[src/rtl/puf_pkg.sv]
// Shared types and constants for the PUF response collector: FSM states and
// Fibonacci LFSR feedback masks for the supported challenge widths.
package puf_pkg;

  typedef enum logic [2:0] {
    ST_IDLE, ST_LOAD, ST_SETTLE, ST_SAMPLE, ST_VOTE, ST_STEP, ST_DONE
  } state_t;

  // Bit k set means x^(k+1) is a feedback term.
  localparam logic [31:0] TAPS8  = 32'h0000_00B8;  // x^8+x^6+x^5+x^4+1
  localparam logic [31:0] TAPS16 = 32'h0000_B400;  // x^16+x^14+x^13+x^11+1
  localparam logic [31:0] TAPS32 = 32'h8020_0003;  // x^32+x^22+x^2+x^1+1

  function automatic logic [31:0] lfsr_taps(input int w);
    case (w)
      8:       return TAPS8;
      32:      return TAPS32;
      default: return TAPS16;
    endcase
  endfunction

endpackage

[src/rtl/puf_lfsr.sv]
// Fibonacci LFSR producing the PUF challenge; shifts left, feedback into bit 0.
module puf_lfsr
  import puf_pkg::*;
#(
  parameter int W = 16
) (
  input  logic         clk,
  input  logic         rst,
  input  logic         load,
  input  logic         step,
  input  logic [W-1:0] din,
  output logic [W-1:0] state
);

  localparam logic [W-1:0] TAPS = W'(lfsr_taps(W));

  always_ff @(posedge clk or posedge rst) begin
    if (rst)       state <= '0;
    else if (load) state <= din;
    else if (step) state <= {state[W-2:0], ^(state & TAPS)};
  end

endmodule

[src/rtl/puf_collect.sv]
// PUF response collector: drives LFSR challenges, majority-votes VOTES samples
// per word and packs N_WORDS voted words (word 0 in the MSBs) into puf_out.
module puf_collect
  import puf_pkg::*;
#(
  parameter int W       = 16,
  parameter int N_WORDS = 8,
  parameter int VOTES   = 3,
  parameter int SETTLE  = 2
) (
  input  logic                               clk,
  input  logic                               rst,
  input  logic                               start,
  input  logic [W-1:0]                       seed,
  output logic [W-1:0]                       chal,
  input  logic [W-1:0]                       resp,
  output logic [W*N_WORDS-1:0]               puf_out,
  output logic                               busy,
  output logic                               puf_done,
  output logic [$clog2(W*N_WORDS+1)-1:0]     unstable_cnt
);

  localparam int CW = $clog2(VOTES+1);
  localparam int UW = $clog2(W*N_WORDS+1);
  localparam int IW = (N_WORDS > 1) ? $clog2(N_WORDS) : 1;
  localparam logic [CW-1:0] HALF = CW'(VOTES/2);
  localparam logic [CW-1:0] ALL  = CW'(VOTES);
  localparam logic [UW:0]   UMAX = {1'b0, {UW{1'b1}}};
  // A zero SETTLE skips the settle state entirely.
  localparam state_t AFTER = (SETTLE == 0) ? ST_SAMPLE : ST_SETTLE;

  state_t              state, nxt;
  logic [3:0]          settle_cnt, samp_cnt;
  logic [IW-1:0]       idx;
  logic [W-1:0][CW-1:0] ones;
  logic                load, step, settle_done, last_samp, last_word;
  logic [W-1:0]        word, lfsr_din;
  logic [UW-1:0]       unst_add;
  logic [UW:0]         unst_sum;

  assign settle_done = settle_cnt == 4'(SETTLE-1);
  assign last_samp   = samp_cnt == 4'(VOTES-1);
  assign last_word   = idx == IW'(N_WORDS-1);
  assign lfsr_din    = (seed == '0) ? '1 : seed;  // all-zero would lock the LFSR
  assign busy        = (state != ST_IDLE) && (state != ST_DONE);
  assign puf_done    = state == ST_DONE;

  puf_lfsr #(.W(W)) u_lfsr (
    .clk(clk), .rst(rst), .load(load), .step(step), .din(lfsr_din), .state(chal)
  );

  always_ff @(posedge clk or posedge rst) begin
    if (rst) state <= ST_IDLE;
    else     state <= nxt;
  end

  always_comb begin
    nxt  = state;
    load = 1'b0;
    step = 1'b0;
    case (state)
      ST_IDLE, ST_DONE: if (start) begin nxt = ST_LOAD; load = 1'b1; end
      ST_LOAD:   nxt = AFTER;
      ST_SETTLE: if (settle_done) nxt = ST_SAMPLE;
      ST_SAMPLE: nxt = last_samp ? ST_VOTE : AFTER;
      ST_VOTE:   nxt = last_word ? ST_DONE : ST_STEP;
      ST_STEP:   begin step = 1'b1; nxt = AFTER; end
      default:   nxt = ST_IDLE;
    endcase
  end

  always_comb begin
    word     = '0;
    unst_add = '0;
    for (int b = 0; b < W; b++) begin
      word[b] = ones[b] > HALF;
      if (ones[b] != '0 && ones[b] != ALL) unst_add = unst_add + UW'(1);
    end
    unst_sum = {1'b0, unstable_cnt} + {1'b0, unst_add};
    if (unst_sum > UMAX) unst_sum = UMAX;
  end

  always_ff @(posedge clk or posedge rst) begin
    if (rst) begin
      settle_cnt   <= '0;
      samp_cnt     <= '0;
      idx          <= '0;
      ones         <= '0;
      puf_out      <= '0;
      unstable_cnt <= '0;
    end else begin
      if (load) begin
        settle_cnt   <= '0;
        samp_cnt     <= '0;
        idx          <= '0;
        ones         <= '0;
        unstable_cnt <= '0;
      end
      if (state == ST_SETTLE) settle_cnt <= settle_done ? 4'd0 : settle_cnt + 4'd1;
      if (state == ST_SAMPLE) begin
        for (int b = 0; b < W; b++) ones[b] <= ones[b] + CW'(resp[b]);
        samp_cnt <= last_samp ? 4'd0 : samp_cnt + 4'd1;
      end
      if (state == ST_VOTE) begin
        for (int k = 0; k < N_WORDS; k++)
          if (idx == IW'(k)) puf_out[W*(N_WORDS-k)-1 -: W] <= word;
        ones         <= '0;
        unstable_cnt <= unst_sum[UW-1:0];
      end
      if (state == ST_STEP) idx <= idx + IW'(1);
    end
  end

endmodule

[config.mk]
export PLATFORM = sky130hd
export DESIGN_NAME = puf_collect
export DESIGN_NICKNAME = d
export VERILOG_FILES = /design/src/rtl/puf_pkg.sv /design/src/rtl/puf_lfsr.sv /design/src/rtl/puf_collect.sv
export SDC_FILE = /design/constraint.sdc
export NUM_CORES = 1
export LEC_CHECK = 0
export CAP_MARGIN = 0
export CELL_PAD_IN_SITES_DETAIL_PLACEMENT = 0
export CELL_PAD_IN_SITES_GLOBAL_PLACEMENT = 1
export CORE_AREA = 2 2 188 135
export DETAILED_ROUTE_END_ITERATION = 8
export DIE_AREA = 0 0 190 137
export PLACE_DENSITY_LB_ADDON = 0.08
export SLEW_MARGIN = 15
export SYNTH_ARGS = -nofsm -noshare
export SYNTH_HDL_FRONTEND = slang
export SYNTH_HIERARCHICAL = 1
export SYNTH_SLANG_ARGS = --single-unit
export TNS_END_PERCENT = 20
[constraint.sdc]
create_clock -name clk -period 15.45 [get_ports clk]
set_input_delay 2.3175 -clock clk [delete_from_list [all_inputs] [get_ports clk]]
set_output_delay 2.3175 -clock clk [all_outputs]
set_load 0.01 [all_outputs]
==> results of run 1 <==
-- layout by cell type (no fill, tap or decap), types with 4 or more instances in the layout --
| master | netlist | routed |
|---|---|---|
| sky130_fd_sc_hd__nand2_1 | 228 | 228 |
| sky130_fd_sc_hd__dfrtp_1 | 198 | 198 |
| sky130_fd_sc_hd__clkdlybuf4s50_1 | 0 | 188 |
| sky130_fd_sc_hd__o21ai_0 | 173 | 173 |
| sky130_fd_sc_hd__ha_1 | 65 | 65 |
| sky130_fd_sc_hd__nand2b_1 | 50 | 50 |
| sky130_fd_sc_hd__xnor2_1 | 48 | 48 |
| sky130_fd_sc_hd__inv_1 | 45 | 44 |
| sky130_fd_sc_hd__nor2_1 | 38 | 37 |
| sky130_fd_sc_hd__mux2i_1 | 21 | 21 |
| sky130_fd_sc_hd__a21oi_1 | 17 | 17 |
| sky130_fd_sc_hd__clkbuf_16 | 0 | 17 |
| sky130_fd_sc_hd__nor2b_1 | 16 | 16 |
| sky130_fd_sc_hd__nand3_1 | 18 | 16 |
| sky130_fd_sc_hd__xor2_1 | 13 | 13 |
| sky130_fd_sc_hd__o21ai_1 | 11 | 10 |
| sky130_fd_sc_hd__a31oi_1 | 8 | 8 |
| sky130_fd_sc_hd__nor3_1 | 7 | 7 |
| sky130_fd_sc_hd__nor3b_1 | 5 | 5 |
| sky130_fd_sc_hd__mux2_2 | 5 | 5 |
| sky130_fd_sc_hd__nand4_1 | 5 | 5 |
| sky130_fd_sc_hd__nor4_1 | 5 | 5 |
| sky130_fd_sc_hd__buf_4 | 1 | 5 |
| sky130_fd_sc_hd__a21o_1 | 4 | 4 |
| sky130_fd_sc_hd__o21a_1 | 4 | 4 |
| sky130_fd_sc_hd__and2_1 | 4 | 4 |
| sky130_fd_sc_hd__inv_6 | 0 | 4 |
-- area by class of cell --
cell class / instances / area (um2) / area share (%)
sequential: 198 / 4950 / 37.6
clock buffer: 20 / 457 / 3.47
timing repair buffer: 193 / 1920 / 14.6
tap: 325 / 407 / 3.09
multi-input combinational: 811 / 5150 / 39.1
inverter: 45 / 174 / 1.32
clock inverter: 10 / 97.6 / 0.741
antenna: 1 / 2.50 / 0.0190
-- state kept, by name, indices dropped and copies added, names as in the netlist --
register      flops
settle_cnt        4
unstable_cnt      8
u_lfsr/state     16
puf_out         128
idx               3
state             3
samp_cnt          4
ones             32
-- layer usage --
metal	vias up	GRT usage [%]	routed length (um)
li1	4055	-	-
met1	3845	32.5	13900
met2	152	32.7	12000
met3	16	3.41	1150
met4	0	4.91	195
met5	-	0	0
-- cells by family after synthesis --
kind of cell	after synthesis	synth area share, %
multiplexers	26	2.54
AO/OA/AOI/OAI	248	13.7
buffers and inverters	94	3.74
other	1	0.0358
XOR/XNOR	72	7.29
AND/OR/NAND/NOR	398	17.5
flip-flops	198	47.3
adder cells (fa/ha/maj)	66	7.95
-- path summary, 6_finish.rpt --
check,startpoint,endpoint,cells past startpoint
max,ones[0],unstable_cnt[2],57
min,puf_out[16],puf_out[16],2
max reg2reg,ones[0],unstable_cnt[2],57
min reg2reg,puf_out[16],puf_out[16],2
max in group asynchronous,rst,puf_out[72],4
min in group asynchronous,rst,puf_out[107],2
-- through the flow --
stage               std cells  worst slack, ns  cell area, um2  util, %
floorplan                1103             5.07           10500        -
CTS                      1602             4.01           13200     54.3
global route             1602             2.92           13200     54.4
global placement         1572             4.33           12600     52.0
finish                   1603             3.97           13200     54.4
detailed placement       1572             4.07           12600     52.0
-- tightest hold or removal path, delay by kind of cell (launching register included) --
kind / cells / cell delay [ns]
AOI/OAI and AO/OA: 1 / 0.06
DFF: 1 / 0.34
and+or+nand+nor: 1 / 0.04
-- synth_stat cells (all sizes together) (3+ instances only) --
cell type	n	area (um2)
nand2	228	856
dfrtp	198	4950
o21ai	184	921
ha	65	813
nand2b	50	313
xnor2	49	437
inv	45	169
clkbuf	42	158
nor2	38	143
mux2i	21	210
nand3	18	90.1
a21oi	17	85.1
nor2b	16	100
xor2	16	163
a31oi	9	71.3
nor3	8	45.0
buf	7	65.1
mux2	5	56.3
nand4	5	31.3
nor3b	5	37.5
nor4	5	31.3
xnor3	5	115
a21o	4	30.0
and2	4	25.0
o21a	4	30.0
o31ai	4	35.0
or2	4	25.0
a211o	3	26.3
nand4b	3	26.3
or3	3	18.8
==> run_results.csv, run 1 <==
group,metric,value,unit
status,status,"finished clean",
route,totalWireLength,27.3,mm
critical_path,start_to_end_type_of_the_worst_setup_path,"flip-flop to flip-flop",
grt,global_route_wire_length_before_repair,42.9,mm
clock_network,cts-htree-levels,4,
synthesis,synth_nets,1204,
critical_path,crit_required,15.77,ns
timing,worst_pin_slew,1.09,ns
synthesis,syn-instance-count,1103,
grt,initial_antenna_violation_count,0,
grt,grt_max_degree,83,
timing,final-setup-viol-count,0,
critical_path,end_kind,"flip-flop",
route,antenna_violating_nets_post_route,0,
route,vias,8068,
clock_network,clock-root-buffer,"sky130_fd_sc_hd__clkbuf_16",
critical_path,crit_buf_inv,4,
critical_path,crit_path_top_delay_cell,"sky130_fd_sc_hd__a31oi_1",
clock_network,post_cts_hold_buffer_count,0,
clock_network,tritoncts.num_buffers,17,
critical_path,cp_top_family,"adder cells",
timing,final_min_period_over_clock_period,74.3,%
synthesis,count_of_flip_flops_with_a_built_in_enable_after_synthesis,0,
die,die_area,26000,um2
synthesis,synth_cell_types,70,
die,die_height,137,um
clock_network,clkSinkCount,198,
timing,max_freq,87.1,MHz
synthesis,part_of_the_yosys_area_used_for_sequential_elements,47.3,%
clock_network,path_clk_slew,0.07,ns
synthesis,synth_area,10500,um2
route,routed_wire_length_per_instance,17.0,um
critical_path,crit_top_cell,"sky130_fd_sc_hd__ha_1",
clock_network,postCtsResizedCells,0,
synthesis,postSynth.topFlopCell,"sky130_fd_sc_hd__dfrtp_1",
die,initial_utilization,43.3,%
timing,period_needed,11.48,ns
die,core_region_area,24200,um2
cells_and_area,drive_above_1_share,4.78,%
synthesis,synth-seq-cells,198,
critical_path,worst_path_largest_cell_delay,0.41,ns
route,drt-vias-per-instance,5.03,
die,horizontal_die_dimension,190,um
route,route.detailed.drc,0,
timing,totalNegativeSetupSlack,0,ns
timing,report.final.hold_viol_count,0,
critical_path,worstSetupStartpointType,"flip-flop",
route,detailedRoute.firstIterationViolations,433,
timing,max_slew_margin,27.2,%
cells_and_area,areaGrowthSynthToFinish,25.6,%
critical_path,timing.critical_path.arrival,11.80,ns
placement,hpwl_dp,19.6,mm
job,drv.max_cap_violation_count,0,
clock_network,cts_setup_buffers,0,
timing,grt_setup_unrepaired,"no",
critical_path,r2r_slack,3.97,ns
grt,global_route.usage.total,21.6,%
hold_path,worst_hold_path_class,"flip-flop to flip-flop",
synthesis,share_of_synthesized_registers_carrying_an_async_set_or_reset,100,%
route,firstDrtPassIters,4,
cells_and_area,final.fill_count,2185,
placement,place.port_buffers,188,
timing,hold_slack,0.477,ns
timing,skew,0.00921,ns
clock_network,clock_insertion_delay_worst_skew,0.44,ns
cells_and_area,finalNetCount,1367,
clock_network,cts_tree,"yes",
synthesis,syn_area_per_cell,9.50,um2
synthesis,synthesis.yosys.warnings,6,
grt,grt-ovfl-total,0,
critical_path,worst-path-max-fanout,7,
timing,slew_violations,0,
placement,place.gp.congestion,0.805,
die,ios,189,
clock_network,cts_max_path_buffers,2,
grt,grt_pass1_vias,7604,
die,placementRows,48,
Power of run 1 is left out: the tool's default activity adds up to more than one toggle a clock period on the data nets, which glitch-free logic cannot reach.
==> run 2, diff against run 1 <==
CORE_AREA = 2 2 195 139   (was 2 2 188 135)
DIE_AREA = 0 0 197 141   (was 0 0 190 137)
clock period = 11.9 ns   (was 15.45 ns; I/O delays follow)
==> run 2 against run 1 <==
- hold slack better by 0.0027 ns
- register-to-register slack worse by 3.2 ns
- first-iteration DRC count fell by 36%
- critical path type unchanged
- critical endpoint is now unstable_cnt[0]
==> run_results.csv, run 2 (synthesized netlist as in run 1, its figures left out) <==
group,metric,value,unit
clock_network,tritoncts.num_buffers,17,
clock_network,post_cts_hold_buffer_count,0,
grt,grt_pass1_vias,7642,
die,die_height,141,um
timing,hold_slack,0.479,ns
placement,placed_cells,1587,
critical_path,worst_setup_path_endpoint,"unstable_cnt[0]",
timing,report.final.hold_viol_count,0,
cells_and_area,fin_cells,1619,
critical_path,crit_cells,54,
die,placementRows,50,
cells_and_area,final.fill_count,2523,
placement,placedInstanceArea,12600,um2
critical_path,launching_element_of_the_worst_setup_path,"ones[0]",
route,drt-vias-per-instance,4.97,
cells_and_area,areaGrowthSynthToFinish,26.6,%
critical_path,worst_path_largest_cell_delay,0.41,ns
clock_network,cts_setup_buffers,0,
hold_path,min_from,"puf_out[81]",
grt,grt_max_degree,69,
die,ios,189,
timing,worst_pin_slew,1.04,ns
route,firstDrtPassIters,5,
route,vias,8051,
clock_network,path_clk_slew,0.07,ns
route,antenna_violating_nets_post_route,0,
clock_network,postCtsResizedCells,0,
cells_and_area,layout.cell_area.non_filler,13300,um2
critical_path,cp_top_family,"adder cells",
cells_and_area,final_common_cell,"sky130_fd_sc_hd__nand2_1",
job,drv.max_cap_violation_count,0,
grt,global_route.usage.total,20.4,%
critical_path,r2r_cells,54,
timing,totalNegativeSetupSlack,0,ns
clock_network,clock-root-buffer,"sky130_fd_sc_hd__clkbuf_16",
critical_path,worst_r2r_startpoint,"ones[0]",
timing,final_min_period_over_clock_period,93.2,%
clock_network,clkSinkCount,198,
critical_path,timing.critical_path.arrival,11.41,ns
status,status,"finished clean",
cells_and_area,max_flop_register,"puf_out",
critical_path,worstSetupStartpointType,"flip-flop",
critical_path,crit-reg2reg-capture,"unstable_cnt[0]",
cells_and_area,commonest_cells_after_routing_fill_and_taps_aside,"228 x sky130_fd_sc_hd__nand2_1, 198 x sky130_fd_sc_hd__dfrtp_1, 188 x sky130_fd_sc_hd__clkdlybuf4s50_1",
route,totalWireLength,27.7,mm
cells_and_area,drive_above_1_share,5.23,%
critical_path,crit_top_cell,"sky130_fd_sc_hd__ha_1",
route,routed_wire_length_per_instance,17.1,um
clock_network,cts_tree,"yes",
cells_and_area,layout_top_registers,"puf_out: 128 flops, ones: 32 flops, u_lfsr/state: 16 flops",
timing,max_freq,90.2,MHz
placement,place.gp.congestion,0.768,
die,horizontal_die_dimension,197,um
clock_network,cts-htree-levels,4,
route,route.detailed.drc,0,
cells_and_area,antenna_cells,0,
timing,slew_violations,0,
die,initial_utilization,40.1,%
critical_path,worst-path-max-fanout,6,
placement,place.port_buffers,188,
timing,period_needed,11.09,ns
die,die_area,27800,um2
placement,hpwl_dp,20.1,mm
timing,skew,0.00932,ns
hold_path,worst_hold_path_class,"flip-flop to flip-flop",
grt,grt-ovfl-total,0,
cells_and_area,largest_register_ffs,128,
critical_path,crit_path_top_delay_cell,"sky130_fd_sc_hd__dfrtp_1",
grt,initial_antenna_violation_count,0,
timing,max_slew_margin,30.2,%
clock_network,cts_max_path_buffers,2,
critical_path,r2r_slack,0.81,ns
critical_path,crit_required,12.22,ns
critical_path,crit_buf_inv,4,
timing,final-setup-viol-count,0,
cells_and_area,finalNetCount,1369,
die,core_region_area,26200,um2
route,detailedRoute.firstIterationViolations,275,
critical_path,start_to_end_type_of_the_worst_setup_path,"flip-flop to flip-flop",
grt,global_route_wire_length_before_repair,43.8,mm
critical_path,end_kind,"flip-flop",
clock_network,clock_insertion_delay_worst_skew,0.43,ns
==> run 2: tightest hold or removal path, stage by stage (launching register included) <==
cell and delay, ns:
sky130_fd_sc_hd__dfrtp_1 0.34, sky130_fd_sc_hd__nand2_1 0.04, sky130_fd_sc_hd__o21ai_0 0.06
==> run 2: cell type report <==
type	count	area (um2)	share of cell area, %
Multi-Input combinational cell	811	5190	39.1
Sequential cell	198	4950	37.3
Timing Repair Buffer	195	1930	14.6
Clock buffer	22	474	3.57
Tap cell	338	423	3.19
Inverter	45	174	1.31
Clock inverter	10	119	0.896
==> run 2: how the worst min path moves through the flow <==
stage	endpoint	slack [ns]	depth (start not counted)
6_report	puf_out[81]	0.48	2
3_5_place_dp	puf_out[127]	0.47	2
2_1_floorplan	samp_cnt[2]	0.48	2
4_1_cts	puf_out[111]	0.48	2
5_1_grt	puf_out[68]	0.50	2
3_3_place_gp	puf_out[92]	0.46	2
==> run 2: metrics by stage <==
stage	util, %	setup slack (ns)
2_1_floorplan	-	1.52
3_3_place_gp	48.3	0.782
3_5_place_dp	48.3	0.436
4_1_cts	50.6	0.383
5_1_grt	50.7	-0.00378
6_report	50.7	0.810
==> run 2: layer usage <==
metal	routed length, um	global-route usage [%]	vias up
met1	14700	31.3	3814
met5	0	0	-
met2	11900	30.6	155
met3	993	3.66	13
li1	-	-	4069
met4	172	3.24	0
Power of run 2 is left out for the same reason.
